File: config.mk
export PLATFORM = sky130hd
export DESIGN_NAME = usb_annunciator_flat
export DESIGN_NICKNAME = d
export VERILOG_FILES = /design/src/rtl/usb_annunciator_if.sv /design/src/rtl/usb_annunciator.sv /design/src/flat_wrapper.sv
export SDC_FILE = /design/constraint.sdc
export NUM_CORES = 1
export LEC_CHECK = 0
export BUFFER_PORTS_ARGS = -buffer_cell sky130_fd_sc_hd__buf_4
export CAP_MARGIN = 20
export CORE_MARGIN = 2
export CORE_UTILIZATION = 46
export DETAILED_ROUTE_END_ITERATION = 8
export GPL_TIMING_DRIVEN = 0
export SLEW_MARGIN = 20
export SYNTH_ARGS = -nofsm -noshare
export SYNTH_HDL_FRONTEND = slang
export SYNTH_SLANG_ARGS = --single-unit
File: constraint.sdc
create_clock -name clk48 -period 2.9 [get_ports clk48]
set_input_delay 0.145 -clock clk48 [delete_from_list [all_inputs] [get_ports clk48]]
set_output_delay 0.145 -clock clk48 [all_outputs]
set_load 0.05 [all_outputs]
File: src/rtl/usb_annunciator_if.sv
// Byte stream between the annunciator and a UART transmitter.
// q/dv present one byte; inc acknowledges that it was consumed.
interface usb_annunciator_if;
    logic [7:0] q;
    logic       dv;
    logic       inc;

    modport master (output q, output dv, input inc);
    modport slave  (input q, input dv, output inc);
endinterface

File: src/rtl/usb_annunciator.sv
// USB core event annunciator: turns status strobes into ASCII lines.
// Define USB_ANN_TXMON_EN to add the tx_en rise (X) message class.
module usb_annunciator #(
    parameter bit CRLF = 1'b1
) (
    input  logic                      clk48,
    input  logic                      rst_n,
    usb_annunciator_if.master         ser,
    input  logic                      tx_en,
    input  logic                      tx_j,
    input  logic                      tx_se0,
    input  logic                      usb_rst,
    input  logic                      transaction_active,
    input  logic [3:0]                endpoint,
    input  logic                      direction_in,
    input  logic                      setup,
    input  logic                      data_strobe,
    input  logic                      success
);

    typedef enum logic [1:0] {
        S_IDLE,
        S_SEND,
        S_WAIT
    } state_t;

    localparam logic [7:0] TERM0 = CRLF ? 8'h0D : 8'h0A;
    localparam logic [7:0] TERM1 = 8'h0A;
    localparam logic [2:0] TLEN  = CRLF ? 3'd2 : 3'd1;

    function automatic logic [7:0] hex_char(input logic [3:0] v);
        return (v < 4'd10) ? (8'h30 + {4'h0, v}) : (8'h37 + {4'h0, v});
    endfunction

    state_t      state_q, state_d;
    logic        rst_h_q, rst_h_d;
    logic        ta_h_q, ta_h_d;
    logic        ok_h_q, ok_h_d;
    logic        pend_r_q, pend_r_d;
    logic        pend_t_q, pend_t_d;
    logic        pend_e_q, pend_e_d;
    logic        pend_k_q, pend_k_d;
    logic [3:0]  ep_q, ep_d;
    logic        dir_q, dir_d;
    logic        stp_q, stp_d;
    logic [7:0]  cnt_q, cnt_d;
    logic [7:0]  ecnt_q, ecnt_d;
    logic [7:0]  msg_q [0:5];
    logic [7:0]  msg_d [0:5];
    logic [2:0]  len_q, len_d;
    logic [2:0]  idx_q, idx_d;
    logic [7:0]  q_q, q_d;
    logic        dv_q, dv_d;

    logic        r_rise, t_rise, e_rise, k_rise;
    logic        x_pend;
    logic        load;
    logic        take_r, take_t, take_e, take_k, take_x;
    logic [7:0]  new_msg [0:5];
    logic [2:0]  new_len;

`ifdef USB_ANN_TXMON_EN
    logic        txen_h_q, txen_h_d;
    logic        pend_x_q, pend_x_d;
    logic [7:0]  xch_q, xch_d;
    logic        x_rise;

    assign x_rise = tx_en & ~txen_h_q;
    assign x_pend = pend_x_q;

    always_comb begin
        txen_h_d = tx_en;
        pend_x_d = (pend_x_q & ~take_x) | x_rise;
        xch_d    = xch_q;
        // A capture is only replaced once the previous one has gone out
        if (x_rise && (!pend_x_q || take_x)) begin
            if (tx_se0) begin
                xch_d = "S";
            end else if (tx_j) begin
                xch_d = "J";
            end else begin
                xch_d = "K";
            end
        end
    end

    always_ff @(posedge clk48) begin
        if (!rst_n) begin
            txen_h_q <= 1'b0;
            pend_x_q <= 1'b0;
            xch_q    <= 8'h00;
        end else begin
            txen_h_q <= txen_h_d;
            pend_x_q <= pend_x_d;
            xch_q    <= xch_d;
        end
    end
`else
    logic unused_tx;

    assign unused_tx = tx_en ^ tx_j ^ tx_se0;
    assign x_pend    = 1'b0;
`endif

    assign r_rise = usb_rst & ~rst_h_q;
    assign t_rise = transaction_active & ~ta_h_q;
    assign e_rise = ~transaction_active & ta_h_q;
    assign k_rise = success & ~ok_h_q;

    assign load = (state_q == S_IDLE) &&
                  (pend_r_q || pend_t_q || pend_e_q || pend_k_q || x_pend);

    // Fixed priority R > T > E > K > X
    assign take_r = load & pend_r_q;
    assign take_t = load & ~pend_r_q & pend_t_q;
    assign take_e = load & ~pend_r_q & ~pend_t_q & pend_e_q;
    assign take_k = load & ~pend_r_q & ~pend_t_q & ~pend_e_q & pend_k_q;
    assign take_x = load & ~pend_r_q & ~pend_t_q & ~pend_e_q & ~pend_k_q
                    & x_pend;

    always_comb begin
        rst_h_d  = usb_rst;
        ta_h_d   = transaction_active;
        ok_h_d   = success;
        pend_r_d = (pend_r_q & ~take_r) | r_rise;
        pend_t_d = (pend_t_q & ~take_t) | t_rise;
        pend_e_d = (pend_e_q & ~take_e) | e_rise;
        pend_k_d = (pend_k_q & ~take_k) | k_rise;
        ep_d     = ep_q;
        dir_d    = dir_q;
        stp_d    = stp_q;
        ecnt_d   = ecnt_q;
        cnt_d    = cnt_q;
        if (t_rise && (!pend_t_q || take_t)) begin
            ep_d  = endpoint;
            dir_d = direction_in;
            stp_d = setup;
        end
        if (e_rise && (!pend_e_q || take_e)) begin
            ecnt_d = cnt_q;
        end
        if (t_rise) begin
            cnt_d = {7'h00, data_strobe};
        end else if (transaction_active && data_strobe && cnt_q != 8'hFF) begin
            cnt_d = cnt_q + 8'h01;
        end
    end

    always_comb begin
        for (int i = 0; i < 6; i++) begin
            new_msg[i] = 8'h00;
        end
        new_len = 3'd0;
        unique case (1'b1)
            take_r: begin
                new_msg[0] = "R";
                new_msg[1] = TERM0;
                new_msg[2] = TERM1;
                new_len    = 3'd1 + TLEN;
            end
            take_t: begin
                new_msg[0] = "T";
                new_msg[1] = hex_char(ep_q);
                new_msg[2] = dir_q ? "I" : "O";
                new_msg[3] = stp_q ? "S" : "-";
                new_msg[4] = TERM0;
                new_msg[5] = TERM1;
                new_len    = 3'd4 + TLEN;
            end
            take_e: begin
                new_msg[0] = "E";
                new_msg[1] = hex_char(ecnt_q[7:4]);
                new_msg[2] = hex_char(ecnt_q[3:0]);
                new_msg[3] = TERM0;
                new_msg[4] = TERM1;
                new_len    = 3'd3 + TLEN;
            end
            take_k: begin
                new_msg[0] = "O";
                new_msg[1] = "K";
                new_msg[2] = TERM0;
                new_msg[3] = TERM1;
                new_len    = 3'd2 + TLEN;
            end
`ifdef USB_ANN_TXMON_EN
            take_x: begin
                new_msg[0] = "X";
                new_msg[1] = xch_q;
                new_msg[2] = TERM0;
                new_msg[3] = TERM1;
                new_len    = 3'd2 + TLEN;
            end
`endif
            default: begin
                new_len = 3'd0;
            end
        endcase
    end

    always_comb begin
        state_d = state_q;
        idx_d   = idx_q;
        len_d   = len_q;
        q_d     = q_q;
        dv_d    = 1'b0;
        msg_d   = msg_q;
        unique case (state_q)
            S_IDLE: begin
                if (load) begin
                    msg_d   = new_msg;
                    len_d   = new_len;
                    idx_d   = 3'd0;
                    state_d = S_SEND;
                end
            end
            S_SEND: begin
                q_d     = msg_q[idx_q];
                dv_d    = 1'b1;
                state_d = S_WAIT;
            end
            S_WAIT: begin
                if (ser.inc) begin
                    if (idx_q == len_q - 3'd1) begin
                        state_d = S_IDLE;
                    end else begin
                        idx_d   = idx_q + 3'd1;
                        state_d = S_SEND;
                    end
                end
            end
            default: begin
                state_d = S_IDLE;
            end
        endcase
    end

    always_ff @(posedge clk48) begin
        if (!rst_n) begin
            state_q  <= S_IDLE;
            rst_h_q  <= 1'b0;
            ta_h_q   <= 1'b0;
            ok_h_q   <= 1'b0;
            pend_r_q <= 1'b0;
            pend_t_q <= 1'b0;
            pend_e_q <= 1'b0;
            pend_k_q <= 1'b0;
            ep_q     <= 4'h0;
            dir_q    <= 1'b0;
            stp_q    <= 1'b0;
            cnt_q    <= 8'h00;
            ecnt_q   <= 8'h00;
            msg_q    <= '{default: 8'h00};
            len_q    <= 3'd0;
            idx_q    <= 3'd0;
            q_q      <= 8'h00;
            dv_q     <= 1'b0;
        end else begin
            state_q  <= state_d;
            rst_h_q  <= rst_h_d;
            ta_h_q   <= ta_h_d;
            ok_h_q   <= ok_h_d;
            pend_r_q <= pend_r_d;
            pend_t_q <= pend_t_d;
            pend_e_q <= pend_e_d;
            pend_k_q <= pend_k_d;
            ep_q     <= ep_d;
            dir_q    <= dir_d;
            stp_q    <= stp_d;
            cnt_q    <= cnt_d;
            ecnt_q   <= ecnt_d;
            msg_q    <= msg_d;
            len_q    <= len_d;
            idx_q    <= idx_d;
            q_q      <= q_d;
            dv_q     <= dv_d;
        end
    end

    assign ser.q  = q_q;
    assign ser.dv = dv_q;

endmodule

File: src/flat_wrapper.sv
// flat-port wrapper written by rule: the top's interface ports become plain ports
module usb_annunciator_flat 
#(
    parameter bit CRLF = 1'b1
)
  (clk48, rst_n, tx_en, tx_j, tx_se0, usb_rst, transaction_active, endpoint, direction_in, setup, data_strobe, success, ser_q, ser_dv, ser_inc);
  usb_annunciator_if ser_i ();
  input  logic clk48;
  input  logic rst_n;
  input  logic tx_en;
  input  logic tx_j;
  input  logic tx_se0;
  input  logic usb_rst;
  input  logic transaction_active;
  input  logic [3:0] endpoint;
  input  logic direction_in;
  input  logic setup;
  input  logic data_strobe;
  input  logic success;
  output wire logic [$bits(ser_i.q)-1:0] ser_q;
  output wire logic [$bits(ser_i.dv)-1:0] ser_dv;
  input wire logic [$bits(ser_i.inc)-1:0] ser_inc;
  assign ser_q = ser_i.q;
  assign ser_dv = ser_i.dv;
  assign ser_i.inc = ser_inc;
  usb_annunciator #(.CRLF(CRLF)) u_core (.clk48(clk48), .rst_n(rst_n), .ser(ser_i), .tx_en(tx_en), .tx_j(tx_j), .tx_se0(tx_se0), .usb_rst(usb_rst), .transaction_active(transaction_active), .endpoint(endpoint), .direction_in(direction_in), .setup(setup), .data_strobe(data_strobe), .success(success));
endmodule
# Word level (Yosys, flattened, before mapping)
# Cells that the tools add are included.
# word_totals
inputBits	16
output_inout_bits	9
elab_cells	119
ff_bits	94
# op_classes
reduce_logical	19
muxes	24
n_lt_le_gt_ge	4
add_sub_neg	9
bitwise_logic	32
eq_ne	7
# ops
op	n
one-hot mux 23 bit (4 select lines)	1
adder 6 x 4 -> 7 bit, first input constant	6
two-way mux 8 bit	5
binary-select mux 8 bit (select 3 bit)	1
one-hot mux 8 bit (3 select lines)	1
bitwise AND 1 bit	15
less-than comparator 4 bit, second input constant	3
two-way mux 3 bit	4
NOT 1 bit	12
one-hot mux 3 bit (4 select lines)	1
adder 8 x 1 -> 8 bit, second input constant	1
inequality test 8 bit, second input constant	1
one-hot mux 4 bit (2 select lines)	1
two-way mux 7 bit	1
one-hot mux 2 bit (3 select lines)	1
one-hot mux 3 bit (2 select lines)	1
logical AND 1 bit	5
logical OR 1 bit	5
greater-or-equal comparator 4 bit, second input constant	1
two-way mux 1 bit	4
two-way mux 2 bit	2
two-way mux 4 bit	1
inequality test 2 bit, second input constant	2
NOT 3 -> 4 bit	1
13 further kinds	19

# Longest topological paths before layout
# Gate-level depths: netlist of run 1.
# logic_depth
ltp_word	11
mapped_depth	7
mapped_depth_nobuf	6

# Worst setup path after synthesis of run 1
# No wires, ideal clock.
# synth_path
kind	register to register
start	register u_core.idx_q[0]
end	register u_core.q_q[2] (netlist: u_core.ser.q[2])
setup_ps	132
t_arrival_ps	1387
synth_period_minus_slack_ps	1520
path_slack_ps	1380
stages_incl_launch_ff	5
t_required_ps	2768
n_path_buf	1
path_cell_list	dfxtp_1 buf_2 mux4_2 a22oi_1 a21oi_1
# synth_via
elab_chain_cells	4
# synth_rtl
item	line_no	text
start, declared	usb_annunciator.sv:51	logic [2:0] idx_q, idx_d;
start signal, assigned	usb_annunciator.sv:273	idx_q <= idx_d;
NOT 3 -> 4 bit (not written as such)	usb_annunciator.sv:217	q_d = msg_q[idx_q];
binary-select mux 8 bit (select 3 bit)	usb_annunciator.sv:217	
two-way mux 8 bit (not written as such) (2 in a row)	usb_annunciator.sv:217	
end signal, assigned	usb_annunciator.sv:274	q_q <= q_d;
end, declared	usb_annunciator.sv:52	logic [7:0] q_q, q_d;
# Every way passes these cells. The select of a mux whose other input is x is not followed.
# A chain may end at the register's enable or synchronous reset.

# Worst setup path after layout of run 1
# layout_path
start	register u_core.pend_r_q
end	register u_core.ecnt_q[1]
# layout_via
elab_chain_cells	9
word_cells_on_any_way	10
classes_between	bitwise (4); reduce/logical (6)
# layout_rtl
item	line_no	text
start, declared	usb_annunciator.sv:39	logic pend_r_q, pend_r_d;
start signal, assigned	usb_annunciator.sv:262	pend_r_q <= pend_r_d;
logical OR 1 bit (3 in a row)	usb_annunciator.sv:111	(pend_r_q || pend_t_q || pend_e_q || pend_k_q || x_pend);
logical AND 1 bit	usb_annunciator.sv:110	assign load = (state_q == S_IDLE) &&
bitwise AND 1 bit (*) (3 in a row)	usb_annunciator.sv:116	assign take_e = load & ~pend_r_q & ~pend_t_q & pend_e_q;
logical OR 1 bit (*)	usb_annunciator.sv:139	if (e_rise && (!pend_e_q || take_e)) begin
logical AND 1 bit (*)	usb_annunciator.sv:139	
end signal, assigned	usb_annunciator.sv:270	ecnt_q <= ecnt_d;
end, declared	usb_annunciator.sv:47	logic [7:0] ecnt_q, ecnt_d;
# Mark *: on every way between the ends. The rest lies on a longest branch, timed or not.

==> out/qor.yml, run 1 <==
fp.coreArea_um2: 6870
yosys_warnings: 0
irDropWorstVdd_mv: 0.307
die_area_um2: 7860
nNetsFinal: 418
fin_crit_ns: 1.73
instances_no_fill: 497
grt_pass1_wl_mm: 13.2
synth.distinct_cells: 51
synthSimpleGateAreaFrac_pct: 17.4
clock-skew-final_ns: 0.0104
antenna_found_initial: 0
cts_setup_buffers: 0
synthAdderAreaFrac_pct: 2.28
p_per_area_nw_per_um2: 637
grt_pass1_vias: 2527
ctsHoldBuffers: 0
tns_ns: 0
path_clk_slew_ns: 0.07
reg2regPathDepth: 6
wl_met2_mm: 3.61
final_cell_mix: "dfxtp_1 (71), nor2_1 (43), a21oi_1 (36)"
slew_violations: 0
hold-worst-slack_ns: 0.0221
synth_seq_cells: 71
ys_async_sr_fraction_pct: 0
reg2reg_from: "u_core.pend_r_q$_SDFF_PN0_"
top_layer_used: "met4"
numCtsBuffers: 9
yosysSeqAreaShare_pct: 43.1
fin_crit_sh_pct: 59.5
hold_path.startpoint: "success"
areaGrowthSynthToFinish_pct: 15.2
diodes: 0
syn_nets: 387
syn_area_um2: 3300
wirelength_mm: 8.19
maxCapViolations: 0
grt_max_degree: 13
synth_top_area_cell: "dfxtp_1"
synth-edff-count: 0
total_leakage_power_nw: 1.49
timing.fmax_mhz: 579
cts_tree: "built"
hp-class: "input port to flop"
cpMaxStageDelayCell: "o41ai_1"
rows: 30
drt-met1-wl_mm: 4.19
cts_buffer_depth: 2
cp-end-kind: "flop"
slowest_delay_ns: 0.53
post_synth.cell_area_avg_um2: 9.03
setup_violations: 0
crit_chain: "buf_2 > o41ai_1 > nand2b_1 > buf_2 > mux2i_1 > nor2_1"
muxShareOfSynthArea_pct: 9.87
drt_drc_violations_left: 0
cts-resized-gates: 0
clk_latency_ns: 0.35
wl_met3_um: 277
io_buffers: 20
cpMostUsedCell: "buf_2"
ioPinCount: 25
gr-total-overflow: 0
synthXorXnorAreaFrac_pct: 3.11
cp_max_fo: 10
first_pass_iters: 4
cts.sinks: 71
drive_above_1_share_pct: 15.7
total_power_mw: 2.42
criticalPathCategory: "flop to flop"
grtUsageTotal_pct: 22.7
clockRootBuffer: "clkbuf_8"
final_common_cell: "dfxtp_1"
cp.arrival_ns: 1.93
vias_per_cell: 5.47
initial_utilization_pct: 48.0
cp.required_ns: 3.10
htree_levels: 3
rrSetupSlack_ns: 1.17
ant_nets: 0
die-width_um: 88.7
worst_pin_slew_ns: 0.780
yosys.area.top_type_share_pct: 43.1
gp_congestion: 0.826
outcome: "finished clean"
rsz0062_at_grt: "false"
hold_viol_final: 0
ys_top_cells_by_area: "dfxtp_1 (43%), mux2i_1 (5.8%), a21oi_1 (5.5%), nor2_1 (4.9%), mux4_2 (4.1%)"
place_inst: 481
synth_top_family_by_area: "compound AO/OA/AOI/OAI gates"
crit_start: "u_core.pend_r_q$_SDFF_PN0_"
synth_cells: 365
cp-start-kind: "flop"
avgRoutedWirePerCell_um: 16.5
slew-limit-headroom_pct: 47.5
whs_endpoint: "u_core.ok_h_q$_SDFF_PN0_"
holdPathStages: 2
vias: 2718
dp_hpwl_mm: 5.91
drtIter0Drc: 173
synth-main-ff-cell: "dfxtp_1"
r2r_end: "u_core.ecnt_q[1]$_SDFFE_PN0P_"
die_h_um: 88.7
synth_compound_area_share_pct: 18.4
sequential cells by signal, summed over array words and instances (netlist names), 2 cells and up:
name	count
u_core.cnt_q	8
u_core.len_q	2
u_core.state_q	2
u_core.ecnt_q	8
u_core.idx_q	3
u_core.msg_q	27
u_core.ep_q	4
u_core.ser.q	7
power by group:
part | internal [mW] | switching, mW
registers | 1.05 | 0.0528
logic | 0.167 | 0.244
clock network | 0.535 | 0.370
worst max-delay path: cells and delay by family, from the launching register on:
kind            cells  cell delay (ns)
simple gates        2             0.14
flops               1             0.32
compound gates      1             0.53
mux                 1             0.18
buf+inv             2             0.41
layer usage:
layer,global-route usage (%),up-vias
met4,8.54,0
met2,33.8,49
met1,32.8,1297
li1,-,1363
met5,0,-
met3,4.20,9
synth_stat cells, types with 2 or more instances:
library cell   n
o21bai_1       2
a211oi_1       4
xnor2_1        7
a21oi_1       36
nor4_2         2
a221oi_1       4
o31ai_1        2
and4_1         2
a31oi_1        6
nand2b_1       9
or3_1          3
and4b_1        3
o21ai_0       15
o21ai_1       11
inv_1         14
ha_1           6
xor2_1         2
dfxtp_1       71
nand2_1       21
mux4_2         6
buf_6          2
nand3_1        5
mux2i_1       19
and2_1         5
nor2_1        43
nor2b_1        5
o211ai_1       2
nor3_1         6
buf_4          4
a22oi_1        7
clkbuf_1       8
nand4_1        5
buf_2         10
metrics by stage:
step	utilization, %	instance area (um^2)	setup WS (ns)
after floorplan	-	3300	1.38
after global placement	51.9	3570	1.21
after detailed placement	51.9	3570	1.18
after CTS	55.3	3800	1.18
after global routing	55.3	3800	1.04
final	55.3	3800	1.17
kinds of logic after synthesis:
kind of cell               after synthesis
and+or+nand+nor                        114
DFF                                     71
muxes                                   25
buffers and inverters                   39
other                                    1
AOI/OAI and AO/OA                       99
xor gates and xnor gates                10
adders and majority gates                6
how the worst max path moves through the flow:
stage	to	slack (ns)	depth (start not counted)
after CTS	u_core.ser.q[2]$_SDFFE_PN0P_	1.18	4
after detailed placement	u_core.ser.q[2]$_SDFFE_PN0P_	1.18	4
after global placement	u_core.ser.q[2]$_SDFFE_PN0P_	1.21	4
final	u_core.ecnt_q[1]$_SDFFE_PN0P_	1.17	6
after global routing	u_core.ecnt_q[7]$_SDFFE_PN0P_	1.04	6
after floorplan	u_core.ser.q[2]$_SDFFE_PN0P_	1.38	4
final cells by class:
| cell class | count | area [um^2] |
|---|---|---|
| inverter | 14 | 52.6 |
| tap | 96 | 120 |
| fill | 638 | 3070 |
| clock inverter | 4 | 76.3 |
| clock buffer | 12 | 155 |
| buffer | 25 | 136 |
| timing repair buffer | 20 | 150 |
| multi-input combinational | 255 | 1690 |
| sequential | 71 | 1420 |
Power figures use the tool's default switching activity.
==> inputs of run 2 (changes only) <==
==> constraint.sdc (replaced) <==
create_clock -name clk48 -period 1.7 [get_ports clk48]
set_input_delay 0.085 -clock clk48 [delete_from_list [all_inputs] [get_ports clk48]]
set_output_delay 0.085 -clock clk48 [all_outputs]
set_load 0.05 [all_outputs]
==> out/qor.yml, run 2 (synthesis gave the netlist of run 1 again) <==
gp_congestion: 0.826  # unchanged
max_flop_register: "u_core.msg_q"
hold_viol_final: 0  # unchanged
seq_area_um2: 1420  # +0.18%
final_cell_mix: "dfxtp_1 (69), nor2_1 (43), a21oi_1 (36)"
drt_drc_violations_left: 0  # unchanged
fin_crit_ns: 1.62  # -0.111 ns
slew-limit-headroom_pct: 53.9  # +6.3 points
largest_reg_flops: 27  # unchanged
htree_levels: 3  # unchanged
clk_latency_ns: 0.35  # about the same
drive_above_1_share_pct: 17.1  # +1.4 points
slowest_delay_ns: 0.33  # -0.20 ns
multi_input_area_um2: 1730  # +2.8%
total_power_mw: 4.18  # +73%
tns_ns: 0  # unchanged
cpMaxStageDelayCell: "nor4_2"
die-width_um: 88.7  # unchanged
grtUsageTotal_pct: 22.9  # +0.16 points
reg2regPathDepth: 7  # +1
outcome: "finished clean"
clock-skew-final_ns: 0.0108  # +0.000412 ns
cp.required_ns: 1.92  # -1.18 ns
setup_ws_ns: 0.0849  # -1.09 ns
initial_utilization_pct: 48.0  # unchanged
cp-end-kind: "flop"
vias: 2769  # +1.9%
grt_max_degree: 13  # unchanged
antenna_found_initial: 0  # unchanged
crit_start: "u_core.pend_e_q$_SDFF_PN0_"
rrSetupSlack_ns: 0.08  # -1.09 ns
cp_max_fo: 10  # unchanged
p_per_area_nw_per_um2: 1060  # +66%
irDropWorstVdd_mv: 0.529  # +73%
fp.coreArea_um2: 6870  # unchanged
dp_hpwl_mm: 5.91  # unchanged
final_area_um2: 3960  # +4.1%
ioPinCount: 25  # unchanged
endpoint: "u_core.state_q[0]$_SDFFE_PN0P_"
first_pass_iters: 5  # +1
nNetsFinal: 427  # +2.2%
cts_buffer_depth: 2  # unchanged
final_util_pct: 57.6  # +2.3 points
rows: 30  # unchanged
drtIter0Drc: 179  # +3.5%
cp.arrival_ns: 1.84  # -0.09 ns
instances_no_fill: 506  # +1.8%
place_area_um2: 3570  # unchanged
worst_pin_slew_ns: 0.692  # -0.0882 ns
hp-class: "input port to flop"
die_area_um2: 7860  # unchanged
post-place-ws_ns: -0.0197  # -1.20 ns
vias_per_cell: 5.47  # about the same
setup_violations: 0  # unchanged
timing.fmax_mhz: 619  # +6.9%
criticalPathCategory: "flop to flop"
hold-worst-slack_ns: 0.0169  # -0.00513 ns
grt_pass1_vias: 2575  # +1.9%
slew_violations: 0  # unchanged
die_h_um: 88.7  # unchanged
r2r_end: "u_core.state_q[0]$_SDFFE_PN0P_"
cts_setup_buffers: 0  # unchanged
reg2reg_from: "u_core.pend_e_q$_SDFF_PN0_"
cts.sinks: 71  # unchanged
total_leakage_power_nw: 1.56  # +4.3%
place_inst: 481  # unchanged
ant_nets: 0  # unchanged
avgRoutedWirePerCell_um: 16.3  # -1.1%
rsz0062_at_grt: "true"
gr-total-overflow: 0  # unchanged
maxCapViolations: 0  # unchanged
path_clk_slew_ns: 0.08  # about the same
areaGrowthSynthToFinish_pct: 20.0
grt_pass1_wl_mm: 13.4  # +0.88%
crit_chain: "buf_2 > nor4_2 > nor3_1 > clkbuf_4 > clkbuf_4 > nor2_1 > nor2_1"
clockRootBuffer: "clkbuf_8"
numCtsBuffers: 9  # unchanged
io_buffers: 20  # unchanged
diodes: 0  # unchanged
top_regs: "u_core.msg_q: 27 flops, u_core.cnt_q: 8 flops, u_core.ecnt_q: 8 flops"
cp-start-kind: "flop"
cts_tree: "built"
fin_crit_sh_pct: 95.0  # +35 points
wirelength_mm: 8.24  # +0.66%
final_common_cell: "dfxtp_1"
fillers: 628  # -1.6%
==> run 2: critical path: cells and delay by family, from the launching register on <==
kind	cells	cell delay (ns)
buffers and inverters	3	0.60
flip-flops	1	0.29
AND/OR/NAND/NOR	4	0.60
==> run 2: where the power goes <==
group / total (mW) / internal, mW / switching, mW
combinational: 0.749 / 0.316 / 0.433
clock: 1.54 / 0.912 / 0.631
sequential: 1.89 / 1.80 / 0.0919
==> run 2: layer usage <==
layer / global-route usage [%] / up-vias / share of wire [%]
met2: 34.3 / 68 / 44
met4: 8.54 / 0 / 1.7
met3: 4.20 / 13 / 4.4
met1: 32.8 / 1312 / 50
met5: 0 / - / 0
li1: - / 1376 / -
==> run 2: area by class of cell <==
type	instances	share of cell area [%]
well taps	96	3.04
plain buffers	25	3.86
flip-flops and latches	71	36.0
inverters	14	1.33
multi-input cells	255	43.8
clock buffers	12	3.92
repair buffers	29	6.07
clock inverters	4	1.93
==> run 2: what timing repair did <==
item / in CTS / in global routing
pin swaps: 0 / 1
hold buffers: 9 / 0
gates resized for setup: 1 / 17
endpoints found under the setup margin: 1 / 37
endpoints found under the hold margin: 9 / 0
==> run 2: worst min-delay path by stage <==
| stage | end | start | cells after the start | slack (ns) |
|---|---|---|---|---|
| 2_1_floorplan | u_core.ta_h_q$_SDFF_PN0_ | transaction_active | 1 | 0.21 |
| 3_3_place_gp | u_core.ok_h_q$_SDFF_PN0_ | success | 2 | 0.30 |
| 3_5_place_dp | u_core.ok_h_q$_SDFF_PN0_ | success | 2 | 0.31 |
| 4_1_cts | u_core.state_q[1]$_SDFFE_PN0P_ | ser_inc | 3 | 0.009 |
| 5_1_grt | u_core.state_q[1]$_SDFFE_PN0P_ | ser_inc | 3 | 0.03 |
| 6_report | u_core.state_q[1]$_SDFFE_PN0P_ | ser_inc | 3 | 0.02 |
